## config.mk

```make
export PLATFORM = sky130hd
export DESIGN_NAME = inst_buffer_flat
export DESIGN_NICKNAME = d
export VERILOG_FILES = /design/src/rtl/inst_buffer_pkg.sv /design/src/rtl/inst_buffer_if.sv /design/src/rtl/inst_buffer_ram.sv /design/src/rtl/inst_buffer.sv /design/src/flat_wrapper.sv
export SDC_FILE = /design/constraint.sdc
export NUM_CORES = 2
export LEC_CHECK = 0
export CORE_ASPECT_RATIO = 1.4
export CORE_MARGIN = 2
export CORE_UTILIZATION = 53
export DETAILED_ROUTE_END_ITERATION = 8
export PLACE_DENSITY = 0.87
export SYNTH_ARGS = -nofsm -noshare
export SYNTH_HDL_FRONTEND = slang
export SYNTH_SLANG_ARGS = --single-unit
```

## constraint.sdc

```tcl
create_clock -name clk -period 10.5 [get_ports clk]
set_input_delay 2.1 -clock clk [delete_from_list [all_inputs] [get_ports clk]]
set_output_delay 2.1 -clock clk [all_outputs]
set_load 0.01 [all_outputs]
```

## src/rtl/inst_buffer_pkg.sv

```systemverilog
// Shared types and constants for the instruction buffer between fetch and decode.
// Optional feature macro: INST_BUFFER_BYPASS_EN (see inst_buffer.sv).
package inst_buffer_pkg;

    localparam int INST_BUF_DEPTH = 8;

    // One fetched instruction as carried from frontend to backend.
    typedef struct packed {
        logic [31:0] pc;
        logic [31:0] instr;
        logic [27:0] bpu_predict;
        logic [3:0]  fetch_excp;
    } inst_t;

    localparam int INST_W = $bits(inst_t);

    // Encoding of the backend's per-cycle consume count.
    localparam logic [1:0] ISSUE_NONE = 2'd0;
    localparam logic [1:0] ISSUE_ONE  = 2'd1;
    localparam logic [1:0] ISSUE_TWO  = 2'd2;

    // The backend never takes more than two; an encoding of 3 means two.
    function automatic logic [1:0] clamp_issue(input logic [1:0] n);
        return (n > ISSUE_TWO) ? ISSUE_TWO : n;
    endfunction

    // Number of pushed lanes; lane1 without lane0 is illegal and counts as none.
    function automatic logic [1:0] lane_count(input logic [1:0] v);
        return (v == 2'b11) ? ISSUE_TWO : (v == 2'b01) ? ISSUE_ONE : ISSUE_NONE;
    endfunction

endpackage

```

## src/rtl/inst_buffer_if.sv

```systemverilog
// Frontend/backend handshake bundle of the instruction buffer.
// Optional feature macro: INST_BUFFER_BYPASS_EN (affects behaviour only, not this bundle).
interface inst_buffer_if
    import inst_buffer_pkg::*;
#(
    parameter int DEPTH  = INST_BUF_DEPTH,
    parameter int DATA_W = INST_W
);
    logic                    flush_i;
    logic [1:0]              in_valid_i;
    logic [2*DATA_W-1:0]     in_data_i;
    logic                    in_ready_o;
    logic [1:0]              out_valid_o;
    logic [2*DATA_W-1:0]     out_data_o;
    logic [1:0]              issue_num_i;
    logic [$clog2(DEPTH):0]  count_o;

    // Surrounding pipeline (frontend push side plus backend pop side).
    modport master (
        output flush_i, in_valid_i, in_data_i, issue_num_i,
        input  in_ready_o, out_valid_o, out_data_o, count_o
    );

    // The buffer itself.
    modport slave (
        input  flush_i, in_valid_i, in_data_i, issue_num_i,
        output in_ready_o, out_valid_o, out_data_o, count_o
    );
endinterface

```

## src/rtl/inst_buffer_ram.sv

```systemverilog
// Circular payload store: two writes and two asynchronous reads, each pair at
// consecutive addresses wrapping modulo DEPTH.
// Optional feature macro: INST_BUFFER_BYPASS_EN (not used here).
module inst_buffer_ram
    import inst_buffer_pkg::*;
#(
    parameter int DEPTH  = INST_BUF_DEPTH,
    parameter int DATA_W = INST_W,
    localparam int AW    = $clog2(DEPTH)
) (
    input  logic              clk,
    input  logic [1:0]        we,
    input  logic [AW-1:0]     waddr,
    input  logic [DATA_W-1:0] wdata0,
    input  logic [DATA_W-1:0] wdata1,
    input  logic [AW-1:0]     raddr,
    output logic [DATA_W-1:0] rdata0,
    output logic [DATA_W-1:0] rdata1
);
    logic [DATA_W-1:0] mem [DEPTH];
    logic [AW-1:0]     waddr1;
    logic [AW-1:0]     raddr1;

    // DEPTH is a power of two, so natural overflow is the modulo wrap.
    assign waddr1 = waddr + AW'(1);
    assign raddr1 = raddr + AW'(1);

    // Write the two incoming lanes into consecutive slots.
    // NOTE: payloads carry no reset; whether a slot holds live data is decided by the occupancy count alone.
    always_ff @(posedge clk) begin
        if (we[0]) mem[waddr]  <= wdata0;
        if (we[1]) mem[waddr1] <= wdata1;
    end

    assign rdata0 = mem[raddr];
    assign rdata1 = mem[raddr1];

endmodule

```

## src/rtl/inst_buffer.sv

```systemverilog
// Dual-lane instruction buffer between fetch and decode: accepts 0-2 entries
// per cycle, presents the oldest two, pops 0-2 per cycle, flushed on redirect.
// Optional feature macro: INST_BUFFER_BYPASS_EN -- when defined, an empty buffer
// forwards the incoming lanes to the outputs in the same cycle and does not
// store lanes the backend consumes immediately.
module inst_buffer
    import inst_buffer_pkg::*;
#(
    parameter int DEPTH  = INST_BUF_DEPTH,
    parameter int DATA_W = INST_W
) (
    input  logic        clk,
    input  logic        rst,
    inst_buffer_if.slave bus
);
    localparam int AW = $clog2(DEPTH);
    localparam int CW = AW + 1;
    localparam logic [CW-1:0] DEPTH_C = CW'(DEPTH);

    logic [AW-1:0]     head_ptr;
    logic [AW-1:0]     tail_ptr;
    logic [CW-1:0]     count;

    logic              in_ready;
    logic              bypass;
    logic [1:0]        issue_eff;
    logic [1:0]        push_n;
    logic [1:0]        avail;
    logic [1:0]        pop_n;
    logic [1:0]        head_adv;
    logic [1:0]        store_n;
    logic [1:0]        we;
    logic [DATA_W-1:0] in_lane0;
    logic [DATA_W-1:0] in_lane1;
    logic [DATA_W-1:0] wdata0;
    logic [DATA_W-1:0] wdata1;
    logic [DATA_W-1:0] rdata0;
    logic [DATA_W-1:0] rdata1;

    assign in_lane0 = bus.in_data_i[DATA_W-1:0];
    assign in_lane1 = bus.in_data_i[2*DATA_W-1:DATA_W];

    // Readiness looks at pre-pop occupancy, so a pop never opens room in the same cycle.
    assign in_ready  = (DEPTH_C - count) >= CW'(2);
    assign issue_eff = clamp_issue(bus.issue_num_i);
    assign push_n    = in_ready ? lane_count(bus.in_valid_i) : ISSUE_NONE;

`ifdef INST_BUFFER_BYPASS_EN
    assign bypass = (count == '0) && !bus.flush_i;
`else
    assign bypass = 1'b0;
`endif

    // Decide how many entries leave the head and how many lanes land at the tail.
    always_comb begin
        // NOTE: every output of this block gets a default first, so no path can leave one unassigned and infer a latch.
        avail    = (count >= CW'(2)) ? 2'd2 : count[1:0];
        wdata0   = in_lane0;
        wdata1   = in_lane1;
        we       = 2'b00;
        if (bypass) avail = push_n;
        pop_n    = (issue_eff < avail) ? issue_eff : avail;
        head_adv = bypass ? ISSUE_NONE : pop_n;
        store_n  = bypass ? (push_n - pop_n) : push_n;
        // A bypassed lane0 that was consumed leaves lane1 as the first stored entry.
        if (bypass && (pop_n == ISSUE_ONE)) wdata0 = in_lane1;
        if (!bus.flush_i) we = {store_n == ISSUE_TWO, store_n != ISSUE_NONE};
    end

    // Pointer and occupancy registers; reset outranks flush, both empty the queue.
    // NOTE: non-blocking assignments make all three registers update from the same pre-edge values.
    always_ff @(posedge clk) begin
        if (rst || bus.flush_i) begin
            head_ptr <= '0;
            tail_ptr <= '0;
            count    <= '0;
        end else begin
            head_ptr <= head_ptr + AW'(head_adv);
            tail_ptr <= tail_ptr + AW'(store_n);
            count    <= count + CW'(store_n) - CW'(head_adv);
        end
    end

    inst_buffer_ram #(
        .DEPTH  (DEPTH),
        .DATA_W (DATA_W)
    ) u_ram (
        .clk    (clk),
        .we     (we),
        .waddr  (tail_ptr),
        .wdata0 (wdata0),
        .wdata1 (wdata1),
        .raddr  (head_ptr),
        .rdata0 (rdata0),
        .rdata1 (rdata1)
    );

    // Present the two oldest entries, or the incoming lanes when bypassing an empty buffer.
    always_comb begin
        bus.out_valid_o = {count >= CW'(2), count != '0};
        bus.out_data_o  = {rdata1, rdata0};
        if (bypass) begin
            bus.out_valid_o = {push_n == ISSUE_TWO, push_n != ISSUE_NONE};
            bus.out_data_o  = bus.in_data_i;
        end
    end

    assign bus.in_ready_o = in_ready;
    assign bus.count_o    = count;

    // The backend asked for more than is presented; the pop is clamped.
    a_no_overrequest : assert property (@(posedge clk) disable iff (rst)
        !bus.flush_i |-> (bus.issue_num_i <= avail))
        else $warning("inst_buffer: issue_num exceeds presented entries, clamped");

    // Lane1 without lane0 is not a legal push; it is ignored.
    a_lane_order : assert property (@(posedge clk) disable iff (rst)
        bus.in_valid_i != 2'b10)
        else $warning("inst_buffer: in_valid 2'b10 ignored");

endmodule

```

## src/flat_wrapper.sv

```systemverilog
// flat-port wrapper written by rule: the top's interface ports become plain ports
module inst_buffer_flat import inst_buffer_pkg::*;
#(
    parameter int DEPTH  = INST_BUF_DEPTH,
    parameter int DATA_W = INST_W
)
  (clk, rst, bus_flush_i, bus_in_valid_i, bus_in_data_i, bus_issue_num_i, bus_in_ready_o, bus_out_valid_o, bus_out_data_o, bus_count_o);
  inst_buffer_if #(.DEPTH(DEPTH), .DATA_W(DATA_W)) bus_i ();
  input  logic clk;
  input  logic rst;
  input wire logic [$bits(bus_i.flush_i)-1:0] bus_flush_i;
  input wire logic [$bits(bus_i.in_valid_i)-1:0] bus_in_valid_i;
  input wire logic [$bits(bus_i.in_data_i)-1:0] bus_in_data_i;
  input wire logic [$bits(bus_i.issue_num_i)-1:0] bus_issue_num_i;
  output wire logic [$bits(bus_i.in_ready_o)-1:0] bus_in_ready_o;
  output wire logic [$bits(bus_i.out_valid_o)-1:0] bus_out_valid_o;
  output wire logic [$bits(bus_i.out_data_o)-1:0] bus_out_data_o;
  output wire logic [$bits(bus_i.count_o)-1:0] bus_count_o;
  assign bus_i.flush_i = bus_flush_i;
  assign bus_i.in_valid_i = bus_in_valid_i;
  assign bus_i.in_data_i = bus_in_data_i;
  assign bus_i.issue_num_i = bus_issue_num_i;
  assign bus_in_ready_o = bus_i.in_ready_o;
  assign bus_out_valid_o = bus_i.out_valid_o;
  assign bus_out_data_o = bus_i.out_data_o;
  assign bus_count_o = bus_i.count_o;
  inst_buffer #(.DEPTH(DEPTH), .DATA_W(DATA_W)) u_core (.clk(clk), .rst(rst), .bus(bus_i));
endmodule
```

After elaboration in Yosys (flattened, before gate mapping)
Memory sizes are Yosys's and may differ from the RTL's. A register that Yosys moved wholly into a read port is not among the register bits.
Cells that the tools add are included.
W data, S select, Z words.

cells by class
  $add $sub $neg = 7
  magnitude comparators = 4
  equal/unequal tests = 3
  mux-type cells = 12
  reduce and logical (&&, ||, !) cells = 3

operators by type and width
  kind                   number
  $mux W2                6
  $ge A4 B2 Y1 const B   2
  $add A3 B1 Y3 const B  2
  $add A3 B2 Y3          2
  $mux W1                5
  $add A4 B2 Y4          1
  $eq A2 B2 Y1 const B   2
  $reduce_bool A4 Y1     1
  $sub A4 B2 Y4          1
  $sub A4 B4 Y4 const A  1
  $mux W3                1
  $eq A2 B1 Y1 const B   1
  $gt A2 B2 Y1 const B   1
  $lt A2 B2 Y1           1
  $reduce_bool A2 Y1     1
  $logic_or A1 B1 Y1     1

word-level totals
  register bits = 10
  memory bits (writable) = 768
  bits of input ports = 199
  output and inout port bits = 199
  word-level logic and storage cells = 33
  memories kept = 1

memories
  memory            depth  width  read ports  clocked after Yosys merged registers in  wr ports  RTL line               text
  u_core.u_ram.mem  8      96     2           1                                        2         inst_buffer_ram.sv:20  logic [DATA_W-1:0] mem [DEPTH];

Logic depth before layout (Yosys ltp)
  depth after elaboration = 8
  mapped depth = 16
  mapped depth without buffers = 16

Hierarchy
Synthesis repeated with hierarchy kept, for this count alone.

unflattened totals
  cell total of the unflattened synthesis = 3084
  area total of the unflattened synthesis = 45910.3 um^2

by module, submodules not included
  module           instances  cells each  area each (um^2)
  inst_buffer_ram  1          3004        45178.3
  inst_buffer      1          80          732.0

Worst setup path after synthesis
OpenSTA, ideal clock, no wires.

  path kind = input -> register
  start = input port bus_flush_i
  end = memory u_core.u_ram.mem[0][0] (netlist name) (enable)
  data arrival time = 9.722 ns
  slack = 0.087 ns
  stages = 3
  path buffers = 1
  cells stage by stage = clkbuf_1 -> or3_1 -> o31ai_1

RTL lines
  what         RTL line               text
  from (decl)  flat_wrapper.sv:11     input wire logic [$bits(bus_i.flush_i)-1:0] bus_flush_i;
  to (decl)    inst_buffer_ram.sv:20

Worst setup path in the final report
  start = register u_core.head_ptr[1]
  end = output port bus_out_data_o[177]

between the ends
  cells in the longest elaborated chain, start to end = 2

ends and longest elaborated chain
  what                    RTL line               text
  from (decl)             inst_buffer.sv:20      logic [AW-1:0] head_ptr;
  from (signal assigned)  inst_buffer.sv:78      head_ptr <= head_ptr + AW'(head_adv);
  $add A3 B1 Y3           inst_buffer_ram.sv:26  assign raddr1 = raddr + AW'(1);
  $mem_v2 Z8 W96          n/a
  to (decl)               flat_wrapper.sv:17     output wire logic [$bits(bus_i.out_data_o)-1:0] bus_out_data_o;

No other way between the ends.

==> metrics.md <==
| Metric | Value |
|---|---|
| Number of flops mapped to enable cells by yosys | `768` |
| CP endpoint | `bus_out_data_o[177]` |
| Initial cell density of the core | `53.5%` |
| Synth area leaders | `edfxtp_1, mux2_2, mux4_2` |
| Most frequent cells in the layout | `mux2_2, edfxtp_1, clkdlybuf4s50_1` |
| Synth Flop Type | `edfxtp_1` |
| RD Place Congestion | `0.837` |
| Routed Wire Length | `125000 µm` |
| Top cell type's share of synthesized area | `51.1%` |
| Largest net degree at the start of global routing | `146` |
| Worst-skew pair later-pin latency | `620 ps` |
| WHS | `693 ps` |
| Yosys reg bits | `778` |
| Worst Setup SP | `u_core.head_ptr[1]` |
| Area grow syn2layout | `16.2%` |
| Die footprint | `87500 µm²` |
| Worst hold path class | `flop to flop` |
| CTS root buf | `clkbuf_16` |
| Pwr dens | `201 nW/µm²` |
| CP required | `8400 ps` |
| Register area share after synthesis | `51.6%` |
| Hpwl dp | `74200 µm` |
| Crit-path max FO | `58` |
| Initial antenna violation count | `41` |
| Pwr Total | `10.5 mW` |
| Final period utilization | `68.2%` |
| CTS tree | `built` |
| Max Root-Sink Buffers | `3` |
| Synth Instances | `2425` |
| Register area | `23300 µm²` |
| Post-synthesis simple-gate area fraction | `0.571%` |
| Fmax | `140 MHz` |
| Fillers | `5727` |
| Synth area leader | `edfxtp_1` |
| Setup_tns | `0 ps` |
| Placeable Area | `84300 µm²` |
| Sequential Power Share | `36.7%` |
| Internal power | `7.43 mW` |
| Fin area | `52400 µm²` |
| Cell Area, Synth | `45100 µm²` |
| Post-synthesis mux area share | `44.1%` |
| Total congestion overflow | `0` |
| CP Data Arrival Time | `5070 ps` |
| Max-slew violation count | `0` |
| Worst r2r dst | `u_core.u_ram.mem[7][24]` |
| Status | `finished clean` |
| Setup Skew | `13.6 ps` |
| Remaining DRCs | `0` |
| Power share of the clock group | `25.6%` |
| Setup crit end kind | `output port` |
| Die X | `251 µm` |
| I/O pin count | `398` |
| Layout cells sized above 1 | `54.2%` |
| Per-cell routed wire length | `32.0 µm` |
| Syn nets | `2642` |
| Kind of critical path | `flop to output port` |
| Slew headroom | `20.1%` |
| Chip Height | `349 µm` |
| Vias/cell | `6.87` |
| 1st-iter DRT viols | `2763` |
| Syn_area_per_cell | `18.6 µm²` |
| Post CTS Setup Buffer Count | `0` |
| Tmin final | `7170 ps` |
| Startpoint types | `flop` |
| FFs w/ async S/R, synth | `0%` |
| RSZ-0062 raised after global routing | `no` |
| Synth cell types | `41` |
| Final core occ | `62.1%` |
| Post-CTS Hold Buffers | `0` |
| Max Cap Viol | `0` |
| Final Hold Viols | `0` |
| H-tree depth | `3` |
| Number of port buffers | `397` |
| Largest family of logic cells by synthesized area | `multiplexers` |
| Comb pwr share | `37.7%` |
| Pre-CTS setup slack | `3760 ps` |
| Vias post-DR | `26900` |
| Multi-input logic area | `20900 µm²` |
| # clock sinks | `778` |
| Drt pass-1 iters | `5` |
| Post-CTS Resized | `0` |
| RR Startpoint | `u_core.bus.count_o[0]` |
| Leakage | `16.5 nW` |
| Final setup viols | `0` |
| Post-route ant nets | `0` |
| Post-synthesis compound-gate area fraction | `0.535%` |
| YS warnings | `0` |
| Floorplan row count | `126` |
| R2R setup slack | `5820 ps` |
| Measured slew at the worst slew-check pin | `1200 ps` |
| Worst Reg-to-Reg Cells | `8` |
| Final WS setup | `3330 ps` |
| Post-Synth Adder-Cell Area | `0.549%` |
| Worst vdd ir | `0.158 mV` |
| Sw Pwr | `3.10 mW` |
| Worst-path clk slew | `60 ps` |
| All-Layer GR Usage | `28.4%` |
| Post-DP Area | `50000 µm²` |
| Vias in the first global route | `28600` |
| Sw Share | `29.4%` |
| First-pass GRT wire length | `184000 µm` |
| Nets | `2965` |
| Post-Synth XOR/XNOR Area | `0.155%` |
| Cells after DPL | `3761` |
| Finished Layout Cells | `3915` |
| Most common cell after layout, fill and taps aside | `mux2_2` |
| CTS Buf Count | `73` |
==> cell families (layout without fill, tap and decap cells) <==
kind of cell             count (synthesis)  in the layout
flip-flops                             778            778
buffers and inverters                  208            589
AND/OR/NAND/NOR                         45             45
other                                    0             21
AO/OA/AOI/OAI                           24             24
multiplexers                          1344           1344
XOR/XNOR                                 8              8
adder cells (fa/ha/maj)                 18             18
==> how the worst min path moves through the flow <==
| stage | slack (ps) | end | cells past startpoint | startpoint |
|---|---|---|---|---|
| after detailed placement | 660 | u_core.tail_ptr[2] | 2 | u_core.tail_ptr[2] |
| after CTS | 690 | u_core.tail_ptr[2] | 2 | u_core.tail_ptr[2] |
| after global placement | 650 | u_core.tail_ptr[2] | 2 | u_core.tail_ptr[2] |
| after floorplan | 580 | u_core.head_ptr[0] | 2 | u_core.head_ptr[0] |
| final | 690 | u_core.tail_ptr[2] | 2 | u_core.tail_ptr[2] |
| after global routing | 780 | u_core.tail_ptr[2] | 2 | u_core.tail_ptr[2] |
==> Yosys cell counts (all sizes together) (3+ instances only) <==
master / instances
nand2b: 4
ha: 15
mux2: 960
o21bai: 5
edfxtp: 768
dfxtp: 10
clkbuf: 59
xor2: 3
inv: 12
o311a: 4
o31ai: 8
buf: 137
fa: 3
and2: 6
nor3: 9
nor2: 9
nand2: 3
mux4: 384
a21oi: 5
xnor2: 5
==> routing by layer <==
| metal | part of all wire, % | track usage (%) |
|---|---|---|
| met3 | 9.6 | 6.99 |
| met1 | 36 | 35.0 |
| met2 | 50 | 47.2 |
| met5 | 0.20 | 0 |
| met4 | 4.1 | 13.3 |
==> flip-flops by register name, indices dropped and copies added (netlist names) <==
register,count
u_core.tail_ptr,3
u_core.u_ram.mem,768
u_core.head_ptr,3
u_core.bus.count_o,4
==> worst max-delay path, stage by stage, from the launching register on <==
cell             delay, ps
dfxtp_4                990
ha_4                   930
buf_4                  910
mux4_2                 620
mux2_2                 280
clkdlybuf4s50_1        560
==> power by group through the flow <==
stage	Combinational (mW)	Sequential, mW	Clock, mW
floorplan	2.43	3.88	0
global placement	3.90	3.89	0
detailed placement	3.97	3.92	0
CTS	4.00	3.85	2.73
global route	4.18	3.88	2.83
finish	3.97	3.86	2.69
==> area by class of cell <==
type / instances / share of cell area, %
flip-flops and latches: 778 / 44.4
diodes: 21 / 0.100
inverters: 12 / 0.0859
multi-input cells: 1439 / 39.9
clock buffers: 91 / 3.86
repair buffers: 444 / 8.37
well taps: 1088 / 2.60
clock inverters: 42 / 0.723
(Power assumes the default switching activity.)
